--- config.mk ---
export PLATFORM = sky130hd
export DESIGN_NAME = gol_generation_sequencer
export DESIGN_NICKNAME = d
export VERILOG_FILES = /design/src/rtl/gol_pkg.sv /design/src/rtl/gol_phase_watchdog.sv /design/src/rtl/gol_generation_sequencer.sv
export SDC_FILE = /design/constraint.sdc
export NUM_CORES = 1
export LEC_CHECK = 0
export CAP_MARGIN = 20
export CORE_AREA = 4 4 103 105
export CTS_BUF_LIST = sky130_fd_sc_hd__clkbuf_2
export DETAILED_ROUTE_END_ITERATION = 7
export DIE_AREA = 0 0 107 109
export DONT_BUFFER_PORTS = 1
export PLACE_DENSITY = 0.74
export RECOVER_POWER = 25
export SETUP_SLACK_MARGIN = 0.15
export SLEW_MARGIN = 20
export SYNTH_ARGS = -nofsm -noshare
export SYNTH_HDL_FRONTEND = slang
export SYNTH_SLANG_ARGS = --single-unit
--- constraint.sdc ---
create_clock -name clock -period 3.6 [get_ports clock]
set_clock_uncertainty 0.05 [all_clocks]
set_input_delay 0.54 -clock clock [delete_from_list [all_inputs] [get_ports clock]]
set_output_delay 0.54 -clock clock [all_outputs]
set_load 0.02 [all_outputs]
--- src/rtl/gol_pkg.sv ---
// gol_pkg: shared state encoding, default widths and timeout for the generation sequencer
package gol_pkg;
  localparam int ADDR_W = 12;
  localparam int GEN_W = 16;
  localparam int TIMEOUT = 1048576;
  localparam logic [2:0] S_IDLE  = 3'd0;
  localparam logic [2:0] S_CHECK = 3'd1;
  localparam logic [2:0] S_REQ   = 3'd2;
  localparam logic [2:0] S_REL   = 3'd3;
  localparam logic [2:0] S_SWAP  = 3'd4;
  localparam logic [2:0] S_DRAIN = 3'd5;
  localparam logic [2:0] S_DONE  = 3'd6;
  localparam logic [2:0] S_ERROR = 3'd7;
  function automatic logic is_phase(input logic [2:0] s);
    return s == S_REQ || s == S_REL || s == S_DRAIN;
  endfunction
endpackage

--- src/rtl/gol_phase_watchdog.sv ---
// gol_phase_watchdog: counts cycles spent in one handshake phase, flags TIMEOUT-1 reached
module gol_phase_watchdog #(
  parameter int TIMEOUT = gol_pkg::TIMEOUT
) (
  input  logic clock,
  input  logic reset,
  input  logic clear,
  input  logic enable,
  output logic expired
);
  localparam int CW = TIMEOUT > 2 ? $clog2(TIMEOUT) : 1;
  logic [CW-1:0] cnt;
  assign expired = enable && cnt == CW'(TIMEOUT - 1);
  always_ff @(posedge clock) begin
    if (reset || clear) cnt <= '0;
    else if (enable && !expired) cnt <= cnt + CW'(1);
  end
endmodule

--- src/rtl/gol_generation_sequencer.sv ---
// gol_generation_sequencer: runs N engine generations over ping-pong boards with a four-phase handshake
module gol_generation_sequencer #(
  parameter int ADDR_W = gol_pkg::ADDR_W,
  parameter int GEN_W = gol_pkg::GEN_W,
  parameter int TIMEOUT = gol_pkg::TIMEOUT
) (
  input  logic              clock,
  input  logic              reset,
  input  logic              io_cfg_start,
  input  logic              io_cfg_abort,
  input  logic [GEN_W-1:0]  io_cfg_generations,
  input  logic [ADDR_W-1:0] io_cfg_buf_a,
  input  logic [ADDR_W-1:0] io_cfg_buf_b,
  output logic              io_eng_initialize,
  input  logic              io_eng_completed,
  output logic [ADDR_W-1:0] io_eng_starting_address,
  output logic [ADDR_W-1:0] io_eng_result_address,
  output logic              io_busy,
  output logic              io_done,
  output logic              io_error,
  output logic              io_aborted,
  output logic [GEN_W-1:0]  io_gen_count,
  output logic [ADDR_W-1:0] io_final_address
);
  import gol_pkg::*;
  logic [2:0] state, nxt;
  logic [ADDR_W-1:0] buf_a, buf_b, src, dst, final_address;
  logic [GEN_W-1:0] gens, gen_count, gen_inc;
  logic start_q, accept, aborted, expired, wd_clear;
  assign accept = io_cfg_start && !start_q && (state == S_IDLE || state == S_DONE || state == S_ERROR);
  assign gen_inc = gen_count + GEN_W'(1);
  // abort outranks a handshake edge, which outranks the phase timeout
  always_comb begin
    nxt = state;
    case (state)
      S_IDLE, S_DONE, S_ERROR: nxt = accept ? S_CHECK : state;
      S_CHECK: nxt = io_cfg_abort ? S_DRAIN : buf_a == buf_b ? S_ERROR : gens == '0 ? S_DONE : S_REQ;
      S_REQ:   nxt = io_cfg_abort ? S_DRAIN : io_eng_completed ? S_REL : expired ? S_ERROR : S_REQ;
      S_REL:   nxt = io_cfg_abort ? S_DRAIN : !io_eng_completed ? S_SWAP : expired ? S_ERROR : S_REL;
      S_SWAP:  nxt = io_cfg_abort ? S_DRAIN : gen_inc == gens ? S_DONE : S_REQ;
      S_DRAIN: nxt = !io_eng_completed ? S_IDLE : expired ? S_ERROR : S_DRAIN;
      default: nxt = S_IDLE;
    endcase
  end
  assign wd_clear = nxt != state && is_phase(nxt);
  gol_phase_watchdog #(.TIMEOUT(TIMEOUT)) u_watchdog (
    .clock   (clock),
    .reset   (reset),
    .clear   (wd_clear),
    .enable  (is_phase(state)),
    .expired (expired)
  );
  // start_q follows the pin even in reset so a start held through reset is not an edge
  always_ff @(posedge clock) begin
    start_q <= io_cfg_start;
    if (reset) begin
      state <= S_IDLE;
      buf_a <= '0;
      buf_b <= '0;
      gens <= '0;
      src <= '0;
      dst <= '0;
      final_address <= '0;
      gen_count <= '0;
      aborted <= 1'b0;
    end else begin
      state <= nxt;
      if (accept) begin
        buf_a <= io_cfg_buf_a;
        buf_b <= io_cfg_buf_b;
        gens <= io_cfg_generations;
        src <= io_cfg_buf_a;
        dst <= io_cfg_buf_b;
        gen_count <= '0;
        aborted <= 1'b0;
      end
      if (state == S_SWAP) begin
        gen_count <= gen_inc;
        src <= dst;
        dst <= src;
        final_address <= dst;
      end
      if (state == S_DRAIN && nxt == S_IDLE) aborted <= 1'b1;
    end
  end
  assign io_eng_initialize = state == S_REQ;
  assign io_eng_starting_address = src;
  assign io_eng_result_address = dst;
  assign io_busy = state == S_CHECK || state == S_SWAP || is_phase(state);
  assign io_done = state == S_DONE;
  assign io_error = state == S_ERROR;
  assign io_aborted = aborted;
  assign io_gen_count = gen_count;
  assign io_final_address = final_address;
endmodule

# --- Yosys cells after proc, flatten, opt, wreduce, memory -nomap -nowiden ---
# Index checks and enable logic that the tools add are counted.
totals:
  ff_bits: 117
  output_inout_bits: 57
classes:
  add_sub_neg: 2
  n_eq_ne: 14
  mux: 23
  reduce_logical: 23
ops:
  columns: ["cell", "count"]
  rows:
  - ["12-bit two-way mux", 4]
  - ["3-bit two-way mux", 13]
  - ["16-bit two-way mux", 2]
  - ["20-bit by 1-bit adder with 20-bit output (second input constant)", 1]
  - ["20-bit equality test (second input constant)", 1]
  - ["3-bit one-hot mux with 6 select lines", 1]
  - ["16-bit by 1-bit adder with 16-bit output (second input constant)", 1]
  - ["16-bit equality test", 1]
  - ["16-bit zero test", 1]
  - ["3-bit equality test (second input constant)", 5]
  - ["12-bit equality test", 1]
  - ["3-bit by 2-bit equality test with 1-bit output (second input constant)", 4]
  - ["1-bit logical OR", 9]
  - ["1-bit logical AND", 6]
  - ["3-bit zero test", 2]
  - ["2-bit nonzero test", 2]
  - ["3-bit by 1-bit equality test with 1-bit output (second input constant)", 1]
  - ["3-bit != test", 1]
  - ["3-bit OR reduction", 1]
  - ["1-bit zero test", 2]
  - ["1-bit two-way mux", 2]
  - ["2-bit two-way mux", 1]

# --- Logic depth before layout (Yosys ltp) ---
# Gate-level depths: netlist of run 1.
logic_depth:
  ltp_word: 13
  mapped_depth: 10
  mapped_depth_nobuf: 8

# --- Cells and area by module ---
# From an unflattened synthesis of run 1, not the netlist that was laid out.
unflattened:
  cells_unflattened: 707
  area_unflattened_um2: 5582.9
modules_own_cells:
  columns: ["mod", "cells_each", "area_each_um2", "instances"]
  rows:
  - ["gol_generation_sequencer", 579, 4470.5, 1]
  - ["gol_phase_watchdog", 128, 1112.3, 1]

# --- Least setup slack after synthesis of run 1 ---
# OpenSTA, ideal clock, no wires.
synth_timing:
  path_kind: "register to register"
  startpoint: "register gen_count[1] (netlist: io_gen_count[1])"
  endpoint: "register u_watchdog.cnt[18]"
  t_required_ns: 3.475
  synth_period_minus_slack_ns: 2.653
  n_path_buf: 2
  slack_ns: 0.947
  path_stages_with_launch: 11
  arrival_ns: 2.528
  cell_sequence: "dfxtp_1 -> ha_1 -> buf_2 -> inv_1 -> nor4_2 -> xor2_1 -> o21a_1 -> nor4b_4 -> or4b_4 -> buf_8 -> a22oi_2"
synth_via:
  elab_chain_cells: 10
  word_cells_on_any_way: 13
  classes_between: "add/sub (1); eq/ne (5); mux (3); reduce/logical (4)"
synth_lines:
  columns: ["element", "line", "text"]
  rows:
  - ["start: declaration", "gol_generation_sequencer.sv:28", "logic [GEN_W-1:0] gens, gen_count, gen_inc;"]
  - ["start signal: assignment", "gol_generation_sequencer.sv:78", "gen_count <= gen_inc;"]
  - ["16-bit by 1-bit adder with 16-bit output *", "gol_generation_sequencer.sv:31", "assign gen_inc = gen_count + GEN_W'(1);"]
  - ["16-bit equality test *", "gol_generation_sequencer.sv:40", "S_SWAP: nxt = io_cfg_abort ? S_DRAIN : gen_inc == gens ? S_DONE : S_REQ;"]
  - ["3-bit two-way mux * (2 in a row)", "gol_generation_sequencer.sv:40", null]
  - ["3-bit one-hot mux with 6 select lines *", "gol_generation_sequencer.sv:35", "case (state)"]
  - ["3-bit by 2-bit equality test with 1-bit output", "gol_pkg.sv:15", "return s == S_REQ || s == S_REL || s == S_DRAIN;"]
  - ["1-bit logical OR (2 in a row)", "gol_pkg.sv:15", null]
  - ["1-bit logical AND *", "gol_generation_sequencer.sv:45", "assign wd_clear = nxt != state && is_phase(nxt);"]
  - ["1-bit logical OR *", "gol_phase_watchdog.sv:15", "if (reset || clear) cnt <= '0;"]
  - ["end signal: assignment", "gol_phase_watchdog.sv:16", "else if (enable && !expired) cnt <= cnt + CW'(1);"]
  - ["end: declaration", "gol_phase_watchdog.sv:12", "logic [CW-1:0] cnt;"]
# Every way passes the cells marked *; elsewhere a longest branch is shown, timed or not.
# A chain may end at the register's enable or synchronous reset.

# --- Worst setup path in the final report of run 1 ---
layout_timing:
  startpoint: "register gen_count[4] (netlist: io_gen_count[4])"
  endpoint: "register u_watchdog.cnt[4]"
# The elaborated chain is that of the path after synthesis.

==> parameters.txt, run 1 <==
Parameter                              Value

Status
  Outcome    complete, no violations

Pwr
  Worst vdd ir    0.0003467 V
  Sum of internal, switching and leakage power    3.348 mW
  Power share of the combinational group    30.1%
  Share of power burned in the clock network    21.0%
  Sequential group share of total power    between 40% and 50%
  Pint    slightly below 2 mW
  P_sw    ~1.4 mW
  Leakage power    2.151 nW
  Power per standard cell area    533.0 nW/um^2
  Fraction of power spent switching nets    42.38%

Worst setup path
  Delay of the slowest critical-path stage    about 0.60 ns
  Total buffers and inverters traversed by the critical path    0
  Startpoint types    register
  Top Family by Delay on Critical Path    simple AND/OR/NAND/NOR gates
  Data required time at the worst endpoint    4.10 ns
  Data arrival time of the worst path    3.55 ns
  Type of the worst setup path    reg -> reg
  Highest-delay cell along the critical path    dfxtp_1
  Kind of capture point of the worst setup path    register
  Maximum fanout along the worst path    20
  Sequence of cells on the critical path    and4_1, nand3_2, or3_1, a2111oi_2, nor4b_4, or4b_4, a21oi_2

STA
  Final Cycle Share    84.94%
  Final-layout worst hold slack    0.1669 ns
  Final critical path time including I/O delays and setup    3.058 ns
  Final setup fails    0
  RSZ-0062 raised after global routing    no
  Total negative setup slack    0 ns
  Max Clock Freq    about 0.33 GHz
  Worst slew margin relative to its limit    about 30%
  Final Hold Viols    0
  Worst Max-Slew Pin Slew    around 1.1 ns
  Fin. max-slew vios    0

Drt
  Detail-routed via count per cell    between 6 and 7
  Routed length per instance    17.00 um
  DRC    0
  Remaining number of nets flagged by the antenna check after routing    0
  Count of vias placed by the detailed router    5,235
  Drt initial violations    around 400
  Total Wirelength    14,820 um
  Number of detailed-routing iterations run before antenna repair    6

Clock network
  Number of clock buffers inserted by TritonCTS    17
  Post-CTS repair timing setup buffer count    0
  Clock latency at the later pin of the worst-skew pair    0.67 ns
  Deepest clock path buffer count    2
  Number of levels in the clock H-tree    4
  TritonCTS sink count    around 120
  Clock transition at the registers of the reported paths    0.16 ns
  Root cell of the clock tree    clkbuf_2
  TritonCTS clock tree    yes

Logic synthesis
  Number of enable-type register cells in the synthesized netlist    0
  Async set-or-reset flop fraction in the synthesized netlist    0%
  Synth Warn #    0
  Largest area contributor in the synthesized netlist    dfxtp_1
  Top cells by area in the synthesized netlist    dfxtp_1 41%, nand2_1 11%, a21oi_1 6.5%, xor2_1 4.3%, a31oi_1 3.0%
  Fraction of the yosys area taken by sequential cells    41.41%
  Synth top area share    between 40 and 50%
  Ys flop type    dfxtp_1
  Cell count after synthesis    703
  Post-synthesis sequential element count    about 120
  Count of different cell masters after synthesis    68
  Avg Synthesized Cell Area    ~8 um^2
  Area of the mapped netlist    5657 um^2
  Synthesized net count    750

Global routing
  GRT Total Usage    26.23%
  Vias in the first global route    ~5k
  Sum of overflow across all layers after global routing    0
  Wire length of the first global-routing pass    between 20,000 and 25,000 um
  Pin count of the biggest net entering global routing    97
  Initial antenna violation count    0

Placed design
  Placed wire-length estimate after detailed placement    ~10000 um
  Last weighted congestion value of the routability-driven placer    0.9135
  PortBufs    0

Final layout
  Area growth from synthesis to layout    11.04%
  Final Net Count    773
  Share of final-layout standard cells stronger than drive strength 1    11.50%
  Area occupied by registers    2342 um^2
  Commonest non-fill, non-tap cells in the layout    168 x nand2_1, 117 x dfxtp_1, 74 x a21oi_1
  Multi-input combinational cell area    roughly 3000 um^2
  Antenna Diode Count    0
  Final-layout fill cell count    833
  Most common cell after layout, fill and taps aside    nand2_1

Run
  Maximum Capacitance Violations    0

Floorplanning
  Initial standard-cell utilization of the core    58.68%
  Die extent in y    109 um
  Die Footprint    11,660 um^2
  Core area    9639 um^2
  Std-Cell Rows    36
  Number of ports placed on the die boundary    approximately 100
  Width of the chip    107 um

Hold path
  Class of the tightest hold or removal check    in -> reg
==> cell families after synthesis <==
kind of cell    share of synthesized area, %
buf+inv                                5.264
mux                                   0.1770
flops                                  41.41
fa+ha+maj                             0.4423
xor+xnor                               7.122
simple gates                           25.95
compound gates                         19.64
==> cells in the mapped netlist (all sizes together), types with 3 or more instances <==
library cell,instances
inv,8
dfxtp,117
nor3,13
and3,7
or3,7
nand2,168
and4,4
xnor2,18
a21oi,93
nor2b,5
xor2,28
nor4,13
clkbuf,33
buf,15
nand2b,4
nor2,41
o21ai,20
a31oi,27
nand4b,3
nand3,15
o31ai,3
nand4,11
a311oi,5
==> worst min-delay path, cell delays in order <==
cell     delay, ns
nor2_1        0.04
o31ai_1       0.07
a21oi_1       0.11
nor2_1        0.09
==> what timing repair did <==
action                    CTS  global route
hold endpoints to repair   97             0
gates resized for setup     0             0
hold buffers               42             0
==> state kept, by name (all words and copies together) (netlist names) <==
name                     cells
start_q                      1
io_eng_starting_address     12
buf_a                       12
io_gen_count                16
u_watchdog.cnt              20
io_eng_result_address       12
io_aborted                   1
state                        3
buf_b                       12
gens                        16
io_final_address            12
==> layer usage <==
layer  up-vias  wire length (um)  track usage, %  part of all wire, %
met5         -                 0               0                    0
met4         0               382           13.42                  2.6
li1       2508                 -               -                    -
met1      2430              6279           32.74                   42
met3        40              1229           7.401                  8.3
met2       257              6930           41.59                   47
==> power groups by stage <==
| stage | combinational, mW | clock [mW] | sequential (mW) |
|---|---|---|---|
| detailed placement | 0.940 | 0 | 1.66 |
| global placement | 0.913 | 0 | 1.66 |
| CTS | 1.00 | 0.724 | 1.63 |
| finish | 1.01 | 0.702 | 1.64 |
| floorplan | 0.814 | 0 | 1.59 |
| global route | 1.12 | 0.782 | 1.66 |
==> through the flow <==
| stage | util [%] | instance area [um^2] | instances | setup WS (ns) |
|---|---|---|---|---|
| floorplan | - | 5657 | 703 | 0.9470 |
| global placement | 58.61 | 5649 | 798 | 0.6773 |
| detailed placement | 58.61 | 5649 | 798 | 0.6043 |
| CTS | 65.16 | 6281 | 872 | 0.5700 |
| global route | 65.16 | 6281 | 872 | 0.3647 |
| finish | 65.16 | 6281 | 872 | 0.5420 |
==> worst paths after layout <==
kind                    from  cells after the start           endpoint  slack, ns
max          io_gen_count[4]                      7  u_watchdog.cnt[4]       0.54
min             io_cfg_abort                      4           state[0]       0.17
max reg2reg  io_gen_count[4]                      7  u_watchdog.cnt[4]       0.54
min reg2reg        buf_a[11]                      2          buf_a[11]       0.43
==> cell type report <==
class | count | area share, %
flip-flops and latches | 117 | 37.29
multi-input cells | 529 | 48.27
clock buffers | 18 | 1.434
repair buffers | 52 | 8.167
well taps | 133 | 2.649
inverters | 9 | 0.5378
clock inverters | 14 | 1.653
No activity file was read; power rests on OpenSTA's default activity.
==> inputs of run 2 (changes only) <==
--- a/config.mk
+++ b/config.mk
@@ -11,7 +11,7 @@
 export DETAILED_ROUTE_END_ITERATION = 7
 export DIE_AREA = 0 0 107 109
 export DONT_BUFFER_PORTS = 1
-export PLACE_DENSITY = 0.74
+export PLACE_DENSITY = 0.77
 export RECOVER_POWER = 25
 export SETUP_SLACK_MARGIN = 0.15
 export SLEW_MARGIN = 20
==> constraint.sdc (replaced) <==
create_clock -name clock -period 2.8 [get_ports clock]
set_clock_uncertainty 0.05 [all_clocks]
set_input_delay 0.42 -clock clock [delete_from_list [all_inputs] [get_ports clock]]
set_output_delay 0.42 -clock clock [all_outputs]
set_load 0.02 [all_outputs]
==> parameters.txt, run 2 (synthesis gave the netlist of run 1 again) <==
Parameter                              Value

Status
  Outcome    complete, no violations (unchanged)

Drt
  DRC    0 (unchanged)
  Number of detailed-routing iterations run before antenna repair    5 (was 6)
  Routed length per instance    17.62 um (was 17.00 um)
  Remaining number of nets flagged by the antenna check after routing    0 (unchanged)
  Total Wirelength    16,110 um (was 14,820 um)
  Detail-routed via count per cell    6.092 (was 6.003)
  Drt initial violations    518 (was 393)
  Count of vias placed by the detailed router    5,568 (was 5,235)

Final layout
  Final Net Count    815 (was 773)
  Register name with the most flops    u_watchdog.cnt (unchanged)
  Commonest non-fill, non-tap cells in the layout    168 x nand2_1, 111 x dfxtp_1, 74 x a21oi_1 (was 168 x nand2_1, 117 x dfxtp_1, 74 x a21oi_1)
  Post-Layout Cell Count    914 (was 872)
  Antenna Diode Count    0 (unchanged)
  Number of flip-flops under the largest register name    20 (unchanged)
  Most common cell after layout, fill and taps aside    nand2_1 (unchanged)
  Area growth from synthesis to layout    20.11% (was 11.04%)
  Share of final-layout standard cells stronger than drive strength 1    18.05% (was 11.50%)

Floorplanning
  Width of the chip    107 um (unchanged)
  Core area    9639 um^2 (unchanged)
  Std-Cell Rows    36 (unchanged)
  Initial standard-cell utilization of the core    58.68% (unchanged)
  Die Footprint    11,660 um^2 (unchanged)
  Die extent in y    109 um (unchanged)
  Number of ports placed on the die boundary    102 (unchanged)

STA
  Final setup fails    0 (unchanged)
  Final critical-path setup slack    0.1476 ns (was 0.5420 ns)
  Worst slew margin relative to its limit    45.45% (was 29.73%)
  RSZ-0062 raised after global routing    yes (was no)
  Final-layout worst hold slack    0.06914 ns (was 0.1669 ns)
  Worst Max-Slew Pin Slew    0.8163 ns (was 1.054 ns)
  Final Cycle Share    94.73% (was 84.94%)
  Total negative setup slack    0 ns (unchanged)
  Max Clock Freq    0.3770 GHz (was 0.3270 GHz)
  Final critical path time including I/O delays and setup    2.652 ns (was 3.058 ns)
  Final Hold Viols    0 (unchanged)
  Fin. max-slew vios    0 (unchanged)

Placed design
  PortBufs    0 (unchanged)
  Placed wire-length estimate after detailed placement    10,100 um (was 9847 um)
  Last weighted congestion value of the routability-driven placer    0.9494 (was 0.9135)
  Cell total after placement    827 (was 798)
  Setup slack after placement    0.1073 ns (was 0.6043 ns)

Clock network
  Deepest clock path buffer count    2 (unchanged)
  TritonCTS clock tree    yes (unchanged)
  Number of levels in the clock H-tree    4 (unchanged)
  TritonCTS sink count    117 (unchanged)
  Clock latency at the later pin of the worst-skew pair    0.67 ns (about the same)
  Number of clock buffers inserted by TritonCTS    17 (unchanged)
  Clock transition at the registers of the reported paths    0.21 ns (was 0.16 ns)
  Root cell of the clock tree    clkbuf_2 (unchanged)

Global routing
  GRT Total Usage    27.94% (was 26.23%)
  Vias in the first global route    5,343 (was 5,062)
  Sum of overflow across all layers after global routing    0 (unchanged)
  Initial antenna violation count    0 (unchanged)
  Pin count of the biggest net entering global routing    101 (was 97)
  Wire length of the first global-routing pass    25,970 um (was 24,270 um)

Hold path
  Class of the tightest hold or removal check    in -> reg (unchanged)
  Hold worst-path end    io_gen_count[10] (was state[0])
  Min-Delay Path Depth    2 (was 4)
  Worst Min Path Start    reset (was io_cfg_abort)

Pwr
  Leakage power    2.459 nW (was 2.151 nW)
  Power per standard cell area    698.3 nW/um^2 (was 533.0 nW/um^2)
  Worst vdd ir    0.0003418 V (was 0.0003467 V)
  Sum of internal, switching and leakage power    4.744 mW (was 3.348 mW)

Worst setup path
  Startpoint types    register (unchanged)
  R2r endpoint    u_watchdog.cnt[1] (was u_watchdog.cnt[4])
  Worst-case register-to-register setup slack    0.15 ns (was 0.54 ns)
  Data arrival time of the worst path    3.18 ns (was 3.55 ns)
  Kind of capture point of the worst setup path    register (unchanged)
  Data required time at the worst endpoint    3.32 ns (was 4.10 ns)
  Worst R2R Path Depth    8 (was 7)
  Highest-delay cell along the critical path    or4_1 (was dfxtp_1)
  Sequence of cells on the critical path    ha_1, nand4_1, or4_4, nor2_8, a21boi_2, or4_1, or4b_4, a21oi_2 (was and4_1, nand3_2, or3_1, a2111oi_2, nor4b_4, or4b_4, a21oi_2)
  Delay of the slowest critical-path stage    0.62 ns (was 0.60 ns)
  Worst flop-to-flop path startpoint    u_watchdog.cnt[0] (was io_gen_count[4])
  Type of the worst setup path    reg -> reg (unchanged)
  Maximum fanout along the worst path    5 (was 20)

Run
  Maximum Capacitance Violations    0 (unchanged)
[run 2: cell types whose count changed in the layout (fill, tap and decap cells not counted), moves of 3 or more]
| cell | previous run | this run |
|---|---|---|
| buf_4 | 10 | 46 |
| dfxtp_1 | 117 | 111 |
| dfxtp_2 | 0 | 4 |
| clkinv_2 | 3 | 0 |
| clkinvlp_4 | 6 | 3 |
| inv_6 | 4 | 7 |
| inv_8 | 0 | 3 |
| or4b_4 | 1 | 4 |
[run 2: area by class of cell]
cell class | instances | area [um^2]
fill | 767 | 2845
clock inverter | 15 | 156.4
tap | 133 | 166.4
timing repair buffer | 91 | 823.3
inverter | 9 | 33.78
multi-input combinational | 532 | 3174
sequential | 117 | 2355
clock buffer | 17 | 85.08
[run 2: how the worst max path moves through the flow]
stage                 startpoint                 end  slack (ns)  cells after the start
4_1_cts          io_gen_count[0]   u_watchdog.cnt[7]        0.16                     10
2_1_floorplan    io_gen_count[0]   u_watchdog.cnt[9]        0.18                     10
3_5_place_dp     io_gen_count[0]  u_watchdog.cnt[18]        0.11                      8
5_1_grt        u_watchdog.cnt[0]   u_watchdog.cnt[1]        0.09                      9
6_report       u_watchdog.cnt[0]   u_watchdog.cnt[1]        0.15                      8
3_3_place_gp            state[0]     io_gen_count[2]        0.13                      7
[run 2: worst max-delay path: cells and delay by family, from the launching register on]
| kind | cells | cell delay [ns] |
|---|---|---|
| simple gates | 5 | 1.69 |
| compound gates | 2 | 0.16 |
| flops | 1 | 0.43 |
| fa+ha+maj | 1 | 0.21 |
[run 2: through the flow]
| step | area [um^2] | util (%) |
|---|---|---|
| finish | 6794 | 70.48 |
| global route | 6794 | 70.48 |
| CTS | 6656 | 69.06 |
| detailed placement | 5873 | 60.93 |
| global placement | 5868 | 60.88 |
| floorplan | 5658 | - |
[run 2: power by group]
part	switching [mW]	internal (mW)	total, mW	leakage (nW)
clock	0.752	0.359	1.11	0.139
combinational	1.02	0.541	1.56	1.37
sequential	0.244	1.83	2.07	0.952
[run 2: repair_timing]
| item | 4_1_cts | 5_1_grt |
|---|---|---|
| buffers inserted | 2 | 6 |
| endpoints found under the hold margin | 117 | 0 |
| hold buffers | 44 | 0 |
| endpoints found under the setup margin | 20 | 23 |
| pin swaps | 3 | 10 |
| gates resized for setup | 8 | 24 |
| gates cloned | 3 | 0 |
[run 2: metal layers]
layer	track usage [%]	wire, um
met4	12.42	347
met1	34.64	6586
met5	0	0
met3	7.756	1428
met2	45.64	7745
==> inputs of run 3 (changes only) <==
==> constraint.sdc (replaced) <==
create_clock -name clock -period 2.8 [get_ports clock]
set_clock_uncertainty 0.05 [all_clocks]
set_input_delay 0.14 -clock clock [delete_from_list [all_inputs] [get_ports clock]]
set_output_delay 0.14 -clock clock [all_outputs]
set_load 0.02 [all_outputs]
==> parameters.txt, run 3 (synthesis gave the netlist of run 1 again) <==
Parameter                              Value

Status
  Outcome    complete, no violations (unchanged)

Clock network
  Number of levels in the clock H-tree    4 (unchanged)
  Clock latency at the later pin of the worst-skew pair    0.67 ns (about the same)
  Clock transition at the registers of the reported paths    0.20 ns (was 0.21 ns)
  Root cell of the clock tree    clkbuf_2 (unchanged)
  Number of clock buffers inserted by TritonCTS    17 (unchanged)
  TritonCTS sink count    117 (unchanged)
  TritonCTS clock tree    yes (unchanged)
  Deepest clock path buffer count    2 (unchanged)

Global routing
  Pin count of the biggest net entering global routing    102 (was 101)
  Initial antenna violation count    0 (unchanged)
  Vias in the first global route    5,359 (was 5,343)
  Sum of overflow across all layers after global routing    0 (unchanged)
  Wire length of the first global-routing pass    26,210 um (was 25,970 um)
  GRT Total Usage    27.99% (was 27.94%)

Worst setup path
  Data required time at the worst endpoint    3.35 ns (was 3.32 ns)
  Type of the worst setup path    reg -> reg (unchanged)
  Startpoint types    register (unchanged)
  Maximum fanout along the worst path    10 (was 5)
  Data arrival time of the worst path    3.18 ns (about the same)
  Kind of capture point of the worst setup path    register (unchanged)

STA
  Final Cycle Share    93.82% (was 94.73%)
  Worst slew margin relative to its limit    47.37% (was 45.45%)
  RSZ-0062 raised after global routing    no (was yes)
  Final-layout worst hold slack    0.1049 ns (was 0.06914 ns)
  Total negative setup slack    0 ns (unchanged)
  Final setup fails    0 (unchanged)
  Final Hold Viols    0 (unchanged)
  Max Clock Freq    0.3807 GHz (was 0.3770 GHz)
  Final critical path time including I/O delays and setup    2.627 ns (was 2.652 ns)
  Fin. max-slew vios    0 (unchanged)
  Worst Max-Slew Pin Slew    0.7876 ns (was 0.8163 ns)

Floorplanning
  Number of ports placed on the die boundary    102 (unchanged)
  Width of the chip    107 um (unchanged)
  Initial standard-cell utilization of the core    58.68% (unchanged)
  Die Footprint    11,660 um^2 (unchanged)
  Core area    9639 um^2 (unchanged)
  Die extent in y    109 um (unchanged)
  Std-Cell Rows    36 (unchanged)

Placed design
  Placed wire-length estimate after detailed placement    10,040 um (was 10,100 um)
  Last weighted congestion value of the routability-driven placer    0.9487 (was 0.9494)
  Cell total after placement    826 (was 827)
  PortBufs    0 (unchanged)

Final layout
  Final Net Count    818 (was 815)
  Final-layout fill cell count    743 (was 767)
  Antenna Diode Count    0 (unchanged)
  Register name with the most flops    u_watchdog.cnt (unchanged)
  Number of flip-flops under the largest register name    20 (unchanged)
  Area occupied by registers    2359 um^2 (was 2355 um^2)
  Commonest non-fill, non-tap cells in the layout    167 x nand2_1, 110 x dfxtp_1, 74 x a21oi_1 (was 168 x nand2_1, 111 x dfxtp_1, 74 x a21oi_1)
  Post-Layout Cell Count    917 (was 914)
  Share of final-layout standard cells stronger than drive strength 1    18.37% (was 18.05%)
  Most common cell after layout, fill and taps aside    nand2_1 (unchanged)
  Multi-input combinational cell area    3213 um^2 (was 3174 um^2)
  Area growth from synthesis to layout    21.90% (was 20.11%)

Pwr
  Power per standard cell area    704.0 nW/um^2 (was 698.3 nW/um^2)
  Leakage power    2.461 nW (was 2.459 nW)
  Worst vdd ir    0.0004091 V (was 0.0003418 V)
  Sum of internal, switching and leakage power    4.854 mW (was 4.744 mW)

Drt
  Routed length per instance    17.96 um (was 17.62 um)
  Drt initial violations    568 (was 518)
  Remaining number of nets flagged by the antenna check after routing    0 (unchanged)
  Number of detailed-routing iterations run before antenna repair    5 (unchanged)
  DRC    0 (unchanged)
  Detail-routed via count per cell    6.073 (was 6.092)
  Count of vias placed by the detailed router    5,569 (was 5,568)
  Total Wirelength    16,470 um (was 16,110 um)

Hold path
  Class of the tightest hold or removal check    in -> reg (unchanged)

Run
  Maximum Capacitance Violations    0 (unchanged)
[run 3: worst max-delay path, cell delays in order, from the launching register on]
cell,delay (ns)
dfxtp_1,0.35
clkbuf_1,0.29
or4b_2,0.71
nand4_1,0.14
o21ai_2,0.09
nor4b_4,0.29
buf_6,0.16
o221ai_4,0.15
clkbuf_16,0.21
a21oi_2,0.12
[run 3: final cells by class]
class	instances	share of cell area, %
clock buffer	18	1.306
clock inverter	14	2.413
inverter	9	0.4899
multi-input combinational	532	46.60
sequential	117	34.20
tap	133	2.413
timing repair buffer	94	12.57
[run 3: worst paths after layout]
check,startpoint,to,slack [ns],cells after the start
min,io_cfg_generations[15],gens[15],0.10,3
max,io_gen_count[12],u_watchdog.cnt[12],0.17,9
max reg2reg,io_gen_count[12],u_watchdog.cnt[12],0.17,9
min reg2reg,buf_b[10],buf_b[10],0.43,2
[run 3: what timing repair did]
item,CTS,global route
resized for setup,13,29
endpoints found under the hold margin,117,0
setup endpoints to repair,20,20
pin swaps,3,14
buffers inserted,1,7
gates cloned,3,1
hold buffers,47,0
[run 3: routing by layer]
metal	vias to the layer above	global-route usage, %	part of all wire (%)
met5	-	0	0
met4	0	9.863	2.2
met3	42	6.868	9.3
met2	289	46.18	48
met1	2620	35.93	40
li1	2618	-	-
[run 3: stage by stage]
step	cell area, um^2	setup WS [ns]	utilization [%]
floorplan	5658	0.1848	-
global placement	5861	0.1260	60.80
detailed placement	5866	0.08877	60.85
CTS	6695	0.1507	69.46
global route	6895	0.08086	71.53
finish	6895	0.1731	71.53
[run 3: where the power goes]
group          switching, mW  internal, mW  total (mW)
Clock                  0.718         0.440        1.16
Sequential             0.245          1.83        2.07
Combinational           1.05         0.572        1.62
